<file path="src/rtl/branch_sequencer.sv">
// Branch sequencer: holds fetch while a branch resolves, waits out flag hazards,
// redirects the PC on taken branches and squashes the wrong-path fetch for FLUSH_CYCLES.
module branch_sequencer #(
  parameter int ADDR_WIDTH   = 10,
  parameter int FLUSH_CYCLES = 2
) (
  input  logic                  Clock,
  input  logic                  Reset,
  input  logic                  iBranchValid,
  input  logic                  iUnconditional,
  input  logic [ADDR_WIDTH-1:0] iBranchTarget,
  input  logic                  iFlagsBusy,
  input  logic                  iBranchTaken,
  input  logic                  iStall,
  output logic                  oStallFetch,
  output logic                  oPCLoad,
  output logic [ADDR_WIDTH-1:0] oPCTarget,
  output logic                  oFlush,
  output logic                  oBusy,
  output logic [15:0]           oTakenCount
);

  typedef enum logic [2:0] {
    IDLE,
    WAIT_FLAGS,
    DECIDE,
    REDIRECT,
    FLUSH
  } state_t;

  localparam logic [3:0] FLUSH_LOAD = 4'(FLUSH_CYCLES - 1);

  state_t     state;
  logic [3:0] flush_cnt;

  always_ff @(posedge Clock or posedge Reset) begin
    if (Reset) begin
      state       <= IDLE;
      flush_cnt   <= '0;
      oPCTarget   <= '0;
      oTakenCount <= '0;
    end else if (!iStall) begin
      unique case (state)
        IDLE: begin
          if (iBranchValid) begin
            oPCTarget <= iBranchTarget;
            if (iUnconditional)  state <= REDIRECT;
            else if (iFlagsBusy) state <= WAIT_FLAGS;
            else                 state <= DECIDE;
          end
        end
        WAIT_FLAGS: begin
          if (!iFlagsBusy) state <= DECIDE;
        end
        DECIDE: begin
          state <= iBranchTaken ? REDIRECT : IDLE;
        end
        REDIRECT: begin
          flush_cnt <= FLUSH_LOAD;
          state     <= (FLUSH_CYCLES > 1) ? FLUSH : IDLE;
          if (oTakenCount != '1) oTakenCount <= oTakenCount + 16'd1;
        end
        FLUSH: begin
          // REDIRECT already supplied one flush cycle, so the count ends at 1
          if (flush_cnt <= 4'd1) begin
            state     <= IDLE;
            flush_cnt <= '0;
          end else begin
            flush_cnt <= flush_cnt - 4'd1;
          end
        end
        default: state <= IDLE;
      endcase
    end
  end

  // Pure decode of the state register; only the stall gate touches an input.
  assign oBusy       = (state != IDLE);
  assign oStallFetch = (state != IDLE);
  assign oPCLoad     = (state == REDIRECT) && !iStall;
  assign oFlush      = ((state == REDIRECT) || (state == FLUSH)) && !iStall;

endmodule
</file>
<file path="config.mk">
export PLATFORM = sky130hd
export DESIGN_NAME = branch_sequencer
export DESIGN_NICKNAME = d
export VERILOG_FILES = /design/src/rtl/branch_sequencer.sv
export SDC_FILE = /design/constraint.sdc
export NUM_CORES = 1
export LEC_CHECK = 0
export CAP_MARGIN = 20
export CORE_MARGIN = 2
export CORE_UTILIZATION = 43
export CTS_CLUSTER_SIZE = 14
export DETAILED_ROUTE_END_ITERATION = 8
export GPL_ROUTABILITY_DRIVEN = 0
export PLACE_DENSITY = 0.84
export SYNTH_ARGS = -nofsm -noshare
export SYNTH_HDL_FRONTEND = slang
export SYNTH_SLANG_ARGS = --single-unit
export TNS_END_PERCENT = 100
</file>
<file path="constraint.sdc">
create_clock -name Clock -period 1.5 [get_ports Clock]
set_input_delay 0.3 -clock Clock [delete_from_list [all_inputs] [get_ports Clock]]
set_output_delay 0.3 -clock Clock [all_outputs]
set_load 0.02 [all_outputs]
</file>
==> results.ini <==
[pwr]
powerDensity_mw_per_mm2=1351
power.total_mw=4.082
peakVddDrop_v=0.0007740
p_leak_nw=1.481

[clock_tree]
htree_levels=2
cts_buffer_depth=2
worstSkewPairLatency_ps=280
cts_made_buffers=5
root_buffer=clkbuf_8
numClockSinks=33
clk_pin_slew_worst_paths_ps=70
cts_tree=done

[floorplan]
boundaryPins=47
core_mm2=0.003943
rows=23
die_h_um=67.37
die_w_um=67.37
initial_core_util_pct=43.80
dieArea_mm2=0.004538

[cells_and_area]
drive_gt1_share_pct=50.00
n_fill_cell=243
nNetsFinal=277
postLayoutCoreUtil_pct=76.64
area_growth_pct=75.00
postLayoutCellArea_mm2=0.003022
diodes=0

[timing]
final_max_slew_viol_count=0
maxSlewHeadroom_pct=75.14
min_period_ps=1801
setup_slack_ps=-300.5
finClkSkew_ps=5.147
setup_viol=32
tightestPinTransition_ps=370.8
fmax_ghz=0.5554
fin_crit_sh_pct=120.0
hold_viol_final=0
rsz0062_at_grt=yes

[worst_setup_path]
cp_common_cell=buf_6
worst_ep_required_time_ps=1670
end_kind=register
cp_cell_sequence=buf_6, or3_4, nand3b_1, buf_6, buf_12, mux2_4
worstSetupStartpointType=register
max_stage_delay_ps=400
path_max_fanout=5
arrival_ps=1970
cp_slowest_cell=dfrtp_1
path_class=reg -> reg

[yosys]
syn_area_mm2=0.001727
synth-edff-count=0
synth_warnings=0
yosysSeqAreaShare_pct=47.83
ys_seq_elements=33
synthArstFlopShare_pct=100.0
syn_nets=176
ys_types=47
syn_inst=156
ys.flop_type=dfrtp_1
avgSynthCellArea_um2=11.07

[placement]
hpwlAfterDp_mm=2.867
portBuffers=46
pre_cts_slack_ps=-531.9
place_area_mm2=0.002546

[grt]
grt_pass1_wl_mm=6.734
grt_usage_pct=20.01
antenna_found_initial=0
grt_pass1_vias=1461
overflow=0
grt_start_max_net_pins=34

[hold_path]
hp-class=in -> async

[run]
drv_cap=0

[drt]
routed_wl_mm=4.969
drc=0
drt_first_pass_iters=4
vias=1642
ant_nets=0
drtIter0Drc=68
wl_per_cell_um=16.13
viasPerCell=5.331

[run_status]
violations=negative setup slack
status=complete, but fails checks

synthesized netlist by cell type (all sizes together), types with 3 or more instances:
cell type   n  area (um^2)
nand4       4        52.55
xor2       12        105.1
nor2        9        43.80
a21oi       5        25.02
nor3        9        45.04
nor4        3        40.04
a211oi      3        22.52
mux2       12        138.9
o21ai      10        50.05
nand3       9        62.56
buf         5        30.02
inv         5        18.77
dfrtp      33        825.8
nand2       8        30.03
nand2b      3        18.77
ha          3        37.54
flip-flops by register name, summed over array words and instances (netlist names):
signal,flops
oTakenCount,16
oPCTarget,10
flush_cnt,4
state,3
cell families (layout without fill, tap and decap cells):
kind of cell	Yosys count	in the layout	share of synthesized area, %
AOI/OAI and AO/OA	27	27	9.638
xor gates and xnor gates	12	12	6.087
adders and majority gates	3	3	2.174
buffers and inverters	12	114	3.550
DFF	33	33	47.83
muxes	12	12	8.043
and+or+nand+nor	57	57	22.68
cells in the final DEF, fill, tap and decap left out, types with 4 or more instances in the layout:
cell type         n
buf_6            14
o21ai_1           9
a21oi_1           4
clkdlybuf4s50_1  15
dfrtp_1          19
clkbuf_8          7
xor2_1           12
dlygate4sd2_1    24
buf_4            39
mux2_4           10
dfrtp_2          14
nand3_1           6
inv_1             4
nand2_1           7
nor3_2            4
metal layers:
metal	vias up	wire length, um	global-route usage (%)
met2	46	2536	32.67
li1	772	-	-
met4	0	146	7.908
met1	809	2054	25.32
met3	15	232	5.167
met5	-	0	0
final timing paths:
kind | from | end | slack (ps) | depth (start not counted)
max in group asynchronous | Reset | oTakenCount[9] | 900 | 3
worst max register to register | state[0] | oPCTarget[9] | -300 | 6
worst min register to register | oPCTarget[5] | oPCTarget[5] | 510 | 1
worst min-delay path | Reset | oTakenCount[13] | 400 | 3
worst max-delay path | state[0] | oPCTarget[9] | -300 | 6
min in group Clock | oPCTarget[5] | oPCTarget[5] | 510 | 1
per-stage QoR:
stage,setup TNS [ps],cells,hold slack (ps)
after global placement,-8925,279,473.8
after floorplan,-318.7,156,428.0
after detailed placement,-10110,279,490.6
after global routing,-7122,308,421.6
after CTS,-3782,295,359.9
final,-5214,308,397.7
critical path, delay by kind of cell (launching register included):
kind / cells / cell delay, ps
AND/OR/NAND/NOR: 2 / 580
buffers and inverters: 3 / 410
flip-flops: 1 / 400
multiplexers: 1 / 290
power by group:
group	switching, mW	internal [mW]
Clock	0.332	0.415
Combinational	0.946	1.08
Sequential	0.181	1.13
Total	1.46	2.62
cell type report:
type | instances | area, um^2 | area share, %
Multi-Input combinational cell | 111 | 1059 | 35.03
Timing Repair Buffer | 100 | 928.4 | 30.72
Sequential cell | 33 | 843.3 | 27.91
Clock buffer | 7 | 96.34 | 3.188
Tap cell | 50 | 62.56 | 2.070
Inverter | 6 | 27.53 | 0.9110
Clock inverter | 1 | 5.005 | 0.1656
what timing repair did:
| item | CTS | global route |
|---|---|---|
| gates resized for setup | 74 | 36 |
| setup endpoints to repair | 57 | 39 |
| pin swaps | 7 | 20 |
| gates cloned | 1 | 0 |
| buffers inserted | 7 | 13 |
| hold buffers | 0 | 0 |
(Power assumes the default switching activity.)
